===== src/rtl/axis_hdr_pkg.sv =====
// Shared types and byte-lane helpers for the header strip stage.
// The stream width is fixed here; the top-level parameters default to these values.
package axis_hdr_pkg;

   localparam int AXIS_DATA_WD = 32;
   localparam int AXIS_BYTE_WD = AXIS_DATA_WD / 8;
   localparam int AXIS_CNT_WD  = $clog2(AXIS_BYTE_WD);

   // One extra bit so a count can hold a full beat (0..AXIS_BYTE_WD).
   typedef logic [AXIS_CNT_WD:0]    byte_cnt_t;
   typedef logic [AXIS_DATA_WD-1:0] data_t;
   typedef logic [AXIS_BYTE_WD-1:0] keep_t;

   localparam logic [1:0] ST_IDLE  = 2'd0;
   localparam logic [1:0] ST_FIRST = 2'd1;
   localparam logic [1:0] ST_BODY  = 2'd2;
   localparam logic [1:0] ST_FLUSH = 2'd3;

   function automatic keep_t keep_ones(input byte_cnt_t cnt);
      keep_t k;
      for (int i = 0; i < AXIS_BYTE_WD; i++) k[AXIS_BYTE_WD-1-i] = (i < int'(cnt));
      return k;
   endfunction

   function automatic data_t keep_mask(input keep_t k);
      data_t m;
      for (int i = 0; i < AXIS_BYTE_WD; i++) m[8*i +: 8] = {8{k[i]}};
      return m;
   endfunction

   function automatic byte_cnt_t keep_cnt(input keep_t k);
      byte_cnt_t c;
      c = '0;
      for (int i = 0; i < AXIS_BYTE_WD; i++) c = c + byte_cnt_t'(k[i]);
      return c;
   endfunction

   function automatic data_t byte_shl(input data_t d, input byte_cnt_t n);
      return d << (8 * n);
   endfunction

   function automatic data_t byte_shr(input data_t d, input byte_cnt_t n);
      return d >> (8 * n);
   endfunction

endpackage


===== src/rtl/axis_out_reg.sv =====
// One-entry registered output slot; push is only issued while the slot is empty or draining.
module axis_out_reg #(
   parameter int W = 8
) (
   input  logic         clk,
   input  logic         rst_n,
   input  logic         push,
   input  logic [W-1:0] din,
   output logic         valid,
   output logic [W-1:0] dout,
   input  logic         ready
);

   always_ff @(posedge clk or negedge rst_n) begin
      if (!rst_n) begin
         valid <= 1'b0;
         dout  <= '0;
      end else if (push) begin
         valid <= 1'b1;
         dout  <= din;
      end else if (ready) begin
         valid <= 1'b0;
      end
   end

endmodule


===== src/rtl/axi_stream_strip_header.sv =====
// Removes n leading header bytes per packet and realigns the payload to the MSB lane.
// Define STRIP_HDR_OUT_EN to expose the stripped header on a side stream.
module axi_stream_strip_header
   import axis_hdr_pkg::*;
#(
   parameter int DATA_WD      = AXIS_DATA_WD,
   parameter int DATA_BYTE_WD = DATA_WD / 8,
   parameter int BYTE_CNT_WD  = $clog2(DATA_BYTE_WD)
) (
   input  logic                    clk,
   input  logic                    rst_n,
   input  logic                    valid_cfg,
   input  logic [BYTE_CNT_WD-1:0]  strip_cnt,
   output logic                    ready_cfg,
   input  logic                    valid_in,
   input  logic [DATA_WD-1:0]      data_in,
   input  logic [DATA_BYTE_WD-1:0] keep_in,
   input  logic                    last_in,
   output logic                    ready_in,
   output logic                    valid_out,
   output logic [DATA_WD-1:0]      data_out,
   output logic [DATA_BYTE_WD-1:0] keep_out,
   output logic                    last_out,
   input  logic                    ready_out,
   output logic [1:0]              dbg_state
`ifdef STRIP_HDR_OUT_EN
   ,
   output logic                    valid_hdr,
   output logic [DATA_WD-1:0]      data_hdr,
   output logic [DATA_BYTE_WD-1:0] keep_hdr,
   input  logic                    ready_hdr
`endif
);

   localparam int PW = DATA_WD + DATA_BYTE_WD + 1;

   logic [1:0] state;
   byte_cnt_t  n_q, rv_q, k_in, rv_new, r_cnt, body_cnt;
   data_t      res_q, res_new, body_data;
   logic       out_free, hdr_free, acc, pay_push;
   logic [PW-1:0] pay_din, pay_dout;

   always_comb begin
      out_free  = ~valid_out | ready_out;
      ready_cfg = (state == ST_IDLE);
      ready_in  = (((state == ST_FIRST) & hdr_free) | (state == ST_BODY)) & out_free;
      acc       = valid_in & ready_in;
      k_in      = keep_cnt(keep_in);
      rv_new    = (k_in > n_q) ? k_in - n_q : '0;
      res_new   = byte_shl(data_in, n_q);
      r_cnt     = byte_cnt_t'(DATA_BYTE_WD) - n_q;
      body_cnt  = r_cnt + ((k_in < n_q) ? k_in : n_q);
      // Residual fills the top r lanes; the new beat's first n bytes slot in below it.
      body_data = res_q | byte_shr(data_in, r_cnt);
      pay_push  = 1'b0;
      pay_din   = '0;
      case (state)
         ST_FIRST: if (acc && last_in && rv_new != '0) begin
            pay_push = 1'b1;
            pay_din  = {1'b1, keep_ones(rv_new), res_new & keep_mask(keep_ones(rv_new))};
         end
         ST_BODY: if (acc) begin
            pay_push = 1'b1;
            pay_din  = {last_in && (rv_new == '0), keep_ones(body_cnt),
                        body_data & keep_mask(keep_ones(body_cnt))};
         end
         ST_FLUSH: if (out_free) begin
            pay_push = 1'b1;
            pay_din  = {1'b1, keep_ones(rv_q), res_q & keep_mask(keep_ones(rv_q))};
         end
         default: ;
      endcase
   end

   always_ff @(posedge clk or negedge rst_n) begin
      if (!rst_n) begin
         state <= ST_IDLE;
         n_q   <= '0;
         rv_q  <= '0;
         res_q <= '0;
      end else begin
         case (state)
            ST_IDLE: if (valid_cfg) begin
               n_q   <= {1'b0, strip_cnt};
               state <= ST_FIRST;
            end
            ST_FIRST: if (acc) begin
               res_q <= res_new;
               rv_q  <= rv_new;
               state <= last_in ? ST_IDLE : ST_BODY;
            end
            ST_BODY: if (acc) begin
               res_q <= res_new;
               rv_q  <= rv_new;
               if (last_in) state <= (rv_new == '0) ? ST_IDLE : ST_FLUSH;
            end
            ST_FLUSH: if (out_free) begin
               res_q <= '0;
               rv_q  <= '0;
               state <= ST_IDLE;
            end
            default: state <= ST_IDLE;
         endcase
      end
   end

   assign dbg_state = state;

   axis_out_reg #(.W(PW)) u_pay_reg (
      .clk   (clk),
      .rst_n (rst_n),
      .push  (pay_push),
      .din   (pay_din),
      .valid (valid_out),
      .dout  (pay_dout),
      .ready (ready_out)
   );
   assign {last_out, keep_out, data_out} = pay_dout;

`ifdef STRIP_HDR_OUT_EN
   logic hdr_push;
   logic [DATA_WD+DATA_BYTE_WD-1:0] hdr_din, hdr_dout;

   assign hdr_free = ~valid_hdr | ready_hdr;
   assign hdr_push = acc & (state == ST_FIRST);
   assign hdr_din  = {keep_ones(n_q), data_in & keep_mask(keep_ones(n_q))};

   axis_out_reg #(.W(DATA_WD+DATA_BYTE_WD)) u_hdr_reg (
      .clk   (clk),
      .rst_n (rst_n),
      .push  (hdr_push),
      .din   (hdr_din),
      .valid (valid_hdr),
      .dout  (hdr_dout),
      .ready (ready_hdr)
   );
   assign {keep_hdr, data_hdr} = hdr_dout;
`else
   // Header bytes are simply dropped, so the first beat never waits on them.
   assign hdr_free = 1'b1;
`endif

endmodule


===== config.mk =====
export PLATFORM = sky130hd
export DESIGN_NAME = axi_stream_strip_header
export DESIGN_NICKNAME = d
export VERILOG_FILES = /design/src/rtl/axis_hdr_pkg.sv /design/src/rtl/axis_out_reg.sv /design/src/rtl/axi_stream_strip_header.sv
export SDC_FILE = /design/constraint.sdc
export NUM_CORES = 1
export LEC_CHECK = 0
export ABC_AREA = 1
export CAP_MARGIN = 20
export CORE_MARGIN = 1.5
export CORE_UTILIZATION = 45
export CTS_CLUSTER_DIAMETER = 120
export DETAILED_ROUTE_END_ITERATION = 10
export HOLD_SLACK_MARGIN = 0.02
export PLACE_DENSITY = 0.75
export SYNTH_ARGS = -nofsm -noshare
export SYNTH_HDL_FRONTEND = slang
export SYNTH_SLANG_ARGS = --single-unit

===== constraint.sdc =====
create_clock -name clk -period 3 [get_ports clk]
set_clock_uncertainty 0.1 [all_clocks]
set_input_delay 0.6 -clock clk [delete_from_list [all_inputs] [get_ports clk]]
set_output_delay 0.6 -clock clk [all_outputs]
set_load 0.02 [all_outputs]

==> results.yml <==
yosys:
  yosys_warnings: 0
  syn_avg_cell_area_um2: 6.77
  ys.flop_type: "dfrtp_1"
  synth_edf_count: 0
  ys_ff_latch: 77
  synth_fp_nets: 843
  synthDistinctLibCells: 33
  yosysSeqAreaShare_pct: 36.2
  synthArstFlopShare_pct: 100
  netlist_area_um2: 5320
  syn_inst: 786
finish:
  stdcell_count: 1046
  final_util_pct: 64.6
  postLayoutCellArea_um2: 7410
  nFillCells: 978
  multi_input_area_um2: 3240
  diodes: 0
  drive_gt1_share_pct: 18.5
  seq_area_um2: 1930
  area_growth_pct: 39.2
  fin_nets: 955
placement:
  place_ws_ns: -1.38
  dp_hpwl_um: 11800
  placed_cell_area_um2: 6550
  dp.cells: 1012
  port_buffers: 85
  routabilityCongestion: 0.939
pwr:
  pwr_density_cell_nw_per_um2: 1200
  switching_share_pct: 49.2
  p_int_mw: 4.52
  switching_power_mw: 4.38
  leakagePower_nw: 3.64
  combPwrFrac_pct: 67.5
  pwr-share-seq_pct: 18.5
  ir_drop_uv: 804
  clockPowerShare_pct: 14.0
run_status:
  violations: "negative setup slack"
  outcome: "finished, violations left"
die:
  start_util_pct: 46.4
  die_w_um: 112
  dieArea_um2: 12500
  core-area_um2: 11500
  rows: 39
  io_pins: 86
  dieHeight_um: 112
worst_setup_path:
  start_kind: "input pin"
  critPathMaxFanout: 6
  arrival_ns: 3.83
  required_ns: 3.19
  end_kind: "flop"
  crit_type: "input pin to flop"
clock_network:
  hold_buffers: 0
  clkSinkCount: 77
  h-tree-depth: 3
  cts_made_buffers: 9
  cts_tree: "built"
  path_clk_slew_ns: 0.06
  clock_latency_ns: 0.35
  clk_path_buf_depth: 2
  cts-root-buf: "clkbuf_16"
timing:
  relSlewSlack_pct: 60.7
  worst_pin_slew_ns: 0.587
  setup_viol: 40
  max_freq_mhz: 275
  min_period_ns: 3.64
  layout_setup_ws_ns: -0.637
  hold_viol: 0
  min_period_over_period_pct: 121
  rsz0062_at_grt: "yes"
  final_max_slew_viol_count: 0
  holdWs_ns: 0.0574
drt:
  vias: 6047
  ant_nets: 0
  drt-initial-drc-count: 610
  wl_um: 18300
  post-route-drc-count: 0
  via_per_inst: 5.78
  first_pass_iters: 6
  wl_per_cell_um: 17.5
worst_hold_path:
  hp-class: "input pin to async pin"
grt:
  overflow: 0
  grt_use_total_pct: 29.7
  grt_pass1_vias: 5719
  grt_max_degree: 78
  antenna_found_initial: 0
  grt_pass1_wl_um: 29100
flow_run:
  drv_cap: 0
worst paths after layout:
| path | cells after the start | slack (ns) | start | end |
|---|---|---|---|---|
| setup / recovery | 21 | -0.64 | keep_in[0] | u_pay_reg.dout[35]$_DFFE_PN0P_ |
| hold / removal | 1 | 0.06 | rst_n | u_pay_reg.dout[7]$_DFFE_PN0P_ |
| setup reg to reg | 17 | 0.01 | n_q[1]$_DFFE_PN0P_ | u_pay_reg.dout[35]$_DFFE_PN0P_ |
| hold reg to reg | 2 | 0.37 | u_pay_reg.dout[9]$_DFFE_PN0P_ | u_pay_reg.dout[9]$_DFFE_PN0P_ |
| max in group asynchronous | 2 | 2.15 | rst_n | rv_q[0]$_DFFE_PN0P_ |
| min in group clk | 2 | 0.37 | u_pay_reg.dout[9]$_DFFE_PN0P_ | u_pay_reg.dout[9]$_DFFE_PN0P_ |
worst max-delay path, cell delays in order:
cell and delay, ns:
buf_6 0.09, fa_1 0.53, ha_2 0.18, inv_2 0.04
fa_1 0.44, nor2_2 0.16, nand2_2 0.08, nand2_4 0.09
o21ai_2 0.06, ha_2 0.17, fa_2 0.37, inv_2 0.07
nand2_2 0.06, nand2_4 0.10, nor2_4 0.05, buf_6 0.12
o21ai_4 0.27, inv_2 0.08, nand4_1 0.10, nand2_1 0.07
nand2_1 0.08
cell usage after synthesis (all sizes together), types with 6 or more instances:
master	number	area [µm²]
a21oi	27	135
a2bb2oi	6	52.6
and2	9	56.3
buf	22	135
clkbuf	22	82.6
dfrtp	77	1930
ha	9	113
inv	79	297
nand2	271	1030
nand3	80	428
nand4	34	213
nor2	67	262
o211ai	8	60.1
o21ai	34	170
o22ai	8	50.1
o32ai	16	140
cell families (layout without fill, tap and decap cells):
logic type / count (synthesis) / after routing / synth area share (%)
mux: 1 / 1 / 0.188
fa+ha+maj: 13 / 13 / 3.62
compound gates: 109 / 109 / 12.8
buf+inv: 123 / 240 / 9.66
simple gates: 463 / 463 / 37.6
flops: 77 / 77 / 36.2
per-layer routing:
metal | global-route usage, % | up-vias | share of wire, %
met2 | 46.2 | 371 | 45
met1 | 39.0 | 2784 | 41
met3 | 5.55 | 76 | 9.1
li1 | - | 2816 | -
met4 | 16.5 | 0 | 4.7
met5 | 0 | - | 0
timing repair:
item,in CTS,in global routing
cloned,3,0
resized for setup,90,16
endpoints found under the hold margin,0,0
endpoints found under the setup margin,42,41
setup buffers,12,3
pin swaps,58,24
state kept, by name, indices dropped and copies added (netlist names):
signal,cells
u_pay_reg.valid,1
n_q,2
res_q,32
u_pay_reg.dout,37
dbg_state,2
rv_q,3
through the flow:
stage | power (mW) | setup TNS (ns)
after CTS | 8.54 | -21.39
after floorplan | 4.73 | -22.61
final | 8.90 | -20.48
after global routing | 9.42 | -25.88
after global placement | 6.41 | -48.87
after detailed placement | 6.46 | -51.59
cells in the final DEF (no fill, tap or decap), types with 3 or more instances in the layout:
| cell | netlist | final |
|---|---|---|
| o211ai_1 | 8 | 8 |
| buf_6 | 4 | 13 |
| nand4_1 | 34 | 34 |
| a21oi_2 | 0 | 14 |
| nor2_1 | 63 | 58 |
| a2bb2oi_1 | 6 | 6 |
| and2_1 | 9 | 9 |
| buf_16 | 0 | 3 |
| o21ai_1 | 4 | 4 |
| a31oi_1 | 5 | 5 |
| nand2_4 | 1 | 7 |
| a21oi_1 | 27 | 13 |
| buf_12 | 0 | 3 |
| inv_1 | 76 | 68 |
| clkbuf_16 | 0 | 9 |
| nand2_8 | 0 | 5 |
| nand3_2 | 3 | 9 |
| nand3_1 | 76 | 68 |
| o21ai_0 | 30 | 23 |
| buf_2 | 15 | 3 |
| o32ai_1 | 16 | 16 |
| inv_2 | 3 | 11 |
| nand2_2 | 2 | 13 |
| nor2_2 | 4 | 8 |
| o22ai_1 | 8 | 7 |
| o21ai_2 | 0 | 5 |
| dfrtp_1 | 77 | 77 |
| ha_1 | 9 | 6 |
| nand2_1 | 268 | 246 |
| clkdlybuf4s50_1 | 0 | 81 |
| buf_4 | 1 | 42 |
| nand3_4 | 1 | 3 |
power groups by stage:
stage                     clock network, mW  logic (mW)  registers, mW
after CTS                              1.24        5.65           1.64
after global routing                   1.29        6.44           1.69
after floorplan                           0        2.88           1.85
final                                  1.24        6.01           1.65
after detailed placement                  0        4.81           1.65
after global placement                    0        4.77           1.64
layout make-up:
cell class                      instances  area share, %
Multi-Input combinational cell        586           43.8
Sequential cell                        77           26.0
Timing Repair Buffer                  145           19.3
Inverter                               79           4.00
Clock buffer                           11           3.41
Tap cell                              143           2.41
Clock inverter                          5           1.11
(Power assumes the default switching activity.)
==> edit 1, RTL diff (same flow settings) <==
The package constant `AXIS_DATA_WD` goes from 32 to 64.
--- a/src/rtl/axis_hdr_pkg.sv
+++ b/src/rtl/axis_hdr_pkg.sv
@@ -4,3 +4,3 @@
 
-   localparam int AXIS_DATA_WD = 32;
+   localparam int AXIS_DATA_WD = 64;
    localparam int AXIS_BYTE_WD = AXIS_DATA_WD / 8;
Interface: changed (5 resized); port bits go from 86 to 159. The function was not compared with the original's and may differ.
==> edit 1 against the unedited design <==
  * The flow still finishes with violations (negative setup slack)
  * Routed wire length rose to 2.7 times the old value
  * Critical path depth is 4 higher
  * Sequential share of layout area decreased by 2.9 points
  * Fmax decreased by 30%
  * First-iteration DRC count increased to 3.6 times the old value
  * Sequential cell count increased by 70
  * Critical path type unchanged
  * Worst setup slack worse by 1.5 ns
  * Total power grew to 2.7 times the old value
  * Area after synthesis up 110%
  * Design area rose by 120%
==> edit 1: results (changes against the unedited design) <==
[grt]
grt_pass1_vias=13200  ; was 5,719
grt_usage_pct=37.5  ; was 29.7%
antenna_found_initial=1  ; was 0
grt_pass1_wl_um=75300  ; was 29,100 um
grt_max_degree=97  ; was 78

[place]
dp_hpwl_um=34400  ; was 11,800 um
port_buffers=158  ; was 85
dp.cells=2278  ; was 1,012

[route]
drt-initial-drc-count=2167  ; was 610
vias=14000  ; was 6,047
route.met3.wl_um=5870  ; was 1660 um
top_layer_used=met5  ; was met4

[finish]
multi_input_gates=1356  ; was 586
nonClockInverterCount=172  ; was 79
n_fill_cell=2239  ; was 978
fin_nets=2096  ; was 955
reg_top3=u_pay_reg.dout (73), res_q (64), rv_q (4)  ; was u_pay_reg.dout (37), res_q (32), rv_q (3)
buf_share_pct=19.8  ; was 19.3%
clkbuf_count=19  ; was 11
clockNetworkAreaShare_pct=3.95  ; was 4.52%

[critical_path]
r2r_start=n_q[0]  ; was n_q[1]
timing.rr.end=u_pay_reg.dout[10]  ; was u_pay_reg.dout[35]
path_max_fanout=8  ; was 6
crit_end=u_pay_reg.dout[10]  ; was u_pay_reg.dout[35]

[clocking]
htree_levels=4  ; was 3
insertion_delay_ns=0.43  ; was 0.35 ns
cts_sinks=147  ; was 77

[timing]
setup_slack_ns=-2.16  ; was -0.637 ns
hold_slack_ns=0.131  ; was 0.0574 ns
setup_viol=80  ; was 40

[outcome]
violations=negative setup slack  ; unchanged
status=complete, but fails checks  ; unchanged

[synth]
synth_area_per_cell_sq_um=6.38  ; was 6.77 sq um
syn_nets=1892  ; was 843
yosysSeqAreaShare_pct=32.2  ; was 36.2%
synth_common_cells=nand2_1, nand3_1, inv_1  ; was nand2_1, dfrtp_1, inv_1, nand3_1, nor2_1

[pwr]
leakage_nw=7.97  ; was 3.64 nW
peakVddDrop_mv=0.953  ; was 0.804 mV

[die]
placementRows=58  ; was 39

==> edit 1: cell count changes after synthesis, moves of 13 or more <==
cell      before  now
buf_1          2   15
buf_2         15   44
clkbuf_1      22   52
dfrtp_1       77  147
inv_1         76  162
nand2_1      268  659
nand3_1       76  207
nand4_1       34   93
o211ai_1       8   31
o21ai_0       30  139
==> edit 1: cells by family (layout without fill, tap and decap cells) <==
group	Yosys count	count (layout)	synth area share [%]
buffers and inverters	290	505	10.5
xor gates and xnor gates	2	2	0.153
and+or+nand+nor	1048	1050	39.6
DFF	147	147	32.2
muxes	6	6	0.526
adders and majority gates	20	20	2.59
AOI/OAI and AO/OA	278	278	14.5
==> edit 1: metrics by stage <==
| stage | total power, mW | util (%) | TNS, ns |
|---|---|---|---|
| final | 24.0 | 63.8 | -159.32 |
| after global placement | 18.0 | 56.9 | -222.09 |
| after global routing | 25.0 | 63.8 | -169.66 |
| after floorplan | 11.4 | - | -157.79 |
| after detailed placement | 18.1 | 56.9 | -229.48 |
| after CTS | 22.3 | 62.1 | -153.30 |
==> edit 1: layer usage <==
metal	up-vias	GRT usage, %
li1	6368	-
met1	6474	50.8
met3	206	8.78
met5	-	0
met4	2	18.3
met2	963	56.2
==> edit 1: what timing repair did <==
item	in CTS	in global routing
cloned	4	0
setup buffers	17	10
endpoints found under the setup margin	80	80
gates resized for setup	119	84
pin swaps	65	90
==> edit 1: power by group <==
part | total, mW | switching [mW] | internal (mW)
registers | 3.23 | 0.500 | 2.73
logic | 18.3 | 11.2 | 7.18
clock network | 2.40 | 0.989 | 1.41
total | 24.0 | 12.6 | 11.3
==> edit 2, RTL diff (same settings) <==
Without the edit above. Add an input register stage for `valid_cfg`; this delays it by one clock. The other inputs are not delayed to match.
--- a/src/rtl/axi_stream_strip_header.sv
+++ b/src/rtl/axi_stream_strip_header.sv
@@ -35,2 +35,8 @@
    localparam int PW = DATA_WD + DATA_BYTE_WD + 1;
+
+   logic valid_cfg_q;
+
+   always_ff @(posedge clk) begin
+      valid_cfg_q <= valid_cfg;
+   end
 
@@ -82,3 +88,3 @@
          case (state)
-            ST_IDLE: if (valid_cfg) begin
+            ST_IDLE: if (valid_cfg_q) begin
                n_q   <= {1'b0, strip_cnt};
Behaviour: not the same (a bounded check fails within 4 cycles, from zero or initial values and one cycle with rst_n low).
==> edit 2 against the unedited design <==
  * The flow finishes with violations (design-rule violations, negative setup slack)
  * Sequential cell count is 1 higher
  * Count of clock-buffer cells in the layout stayed put
  * Utilization is 0.77 points higher
  * Routed wire length is 11% higher
  * Hold slack better by 0.11 ns
  * Area after synthesis is 0.73% higher
  * Worst setup slack worse by 0.058 ns
  * Clock power is 7% higher
  * Design area is 1.6% higher
  * Total power is 11% higher
  * Fmax is 1.6% lower
  * Non-clock buffer count is 5 higher
==> edit 2: results (changes against the unedited design) <==
[grt]
grt_usage_pct=32.0  ; was 29.7%
met1_usage_pct=41.4  ; was 39.0%
grt_pass1_wl_um=31500  ; was 29,100 um
use_met2_pct=49.5  ; was 46.2%

[pwr]
peakVddDrop_mv=0.729  ; was 0.804 mV
powerSeq_mw=1.73  ; was 1.65 mW
power_frac_clock_pct=13.5  ; was 14.0%

[timing]
hold_slack_ns=0.168  ; was 0.0574 ns
setup_slack_ns=-0.695  ; was -0.637 ns
setup_viol=41  ; was 40

[route]
viasPerCell=5.97  ; was 5.78
drc=8  ; was 0
wl_met2_um=9010  ; was 8240 um
post_drt_wl_per_cell_um=19.0  ; was 17.5 um
drt_pass1_iterations=10  ; was 6
route.met3.wl_um=2600  ; was 1660 um

[synth]
yosysSeqAreaShare_pct=36.3  ; was 36.2%
synth_area_per_cell_sq_um=6.69  ; was 6.77 sq um
synthArstFlopShare_pct=98.7  ; was 100%
synth_compound_area_share_pct=12.5  ; was 12.8%
syn_nets=859  ; was 843

[critical_path]
startpoint=keep_in[1]  ; was keep_in[0]
path_max_fanout=5  ; was 6
crit_arrival_ns=3.89  ; was 3.83 ns
timing.rr.end=u_pay_reg.dout[8]  ; was u_pay_reg.dout[35]

[finish]
drive_gt1_share_pct=17.5  ; was 18.5%
fin_nets=979  ; was 955

[outcome]
status=complete, but fails checks  ; unchanged
violations=design-rule violations, negative setup slack  ; was negative setup slack

[place]
place.gp.congestion=0.982  ; was 0.939

[clocking]
postCtsSetupBuffers=9  ; was 12

## edit 2: changes by cell type after synthesis, sizes merged, moves of 7 or more
cell and change:
a21oi -9, and2 -9, nand2 +37, nand4 +9
nor2 -25, o211ai -7, o21ai +18
## edit 2: layout make-up
type | count | area (sq um)
clock buffer | 11 | 253
clock inverter | 5 | 105
fill | 981 | 3990
inverter | 86 | 329
multi-input combinational | 597 | 3200
sequential | 78 | 1950
tap | 143 | 179
timing repair buffer | 150 | 1510
## edit 2: cells by family after synthesis
group	Yosys count
flops	78
fa+ha+maj	13
compound gates	111
buf+inv	131
simple gates	469
## edit 2: per-stage QoR
step	instance area, sq um	power, mW
global route	7530	10.4
finish	7530	9.85
detailed placement	6590	7.11
floorplan	5410	4.96
CTS	7250	9.11
global placement	6590	7.04
## edit 2: critical path, cell delays in order
cell and delay, ns:
buf_6 0.09, fa_1 0.54, ha_2 0.19, inv_2 0.04, fa_1 0.45, nor2_2 0.14
nand2_2 0.08, nand2_4 0.09, o21ai_2 0.06, ha_2 0.17, fa_2 0.55, inv_4 0.05
o21ai_4 0.17, buf_6 0.13, nand3_4 0.11, o21ai_1 0.17, nand2_1 0.07, nand2_1 0.08
nand2_1 0.04, nand2_1 0.06
## edit 2: worst max-delay path by stage
stage / to / slack (ns) / depth (start not counted)
2_1_floorplan: u_pay_reg.dout[10] / -0.67 / 19
3_5_place_dp: u_pay_reg.dout[0] / -1.39 / 22
4_1_cts: u_pay_reg.dout[10] / -0.68 / 19
6_report: u_pay_reg.dout[8] / -0.69 / 20
3_3_place_gp: u_pay_reg.dout[10] / -1.30 / 20
5_1_grt: u_pay_reg.dout[14] / -0.83 / 20
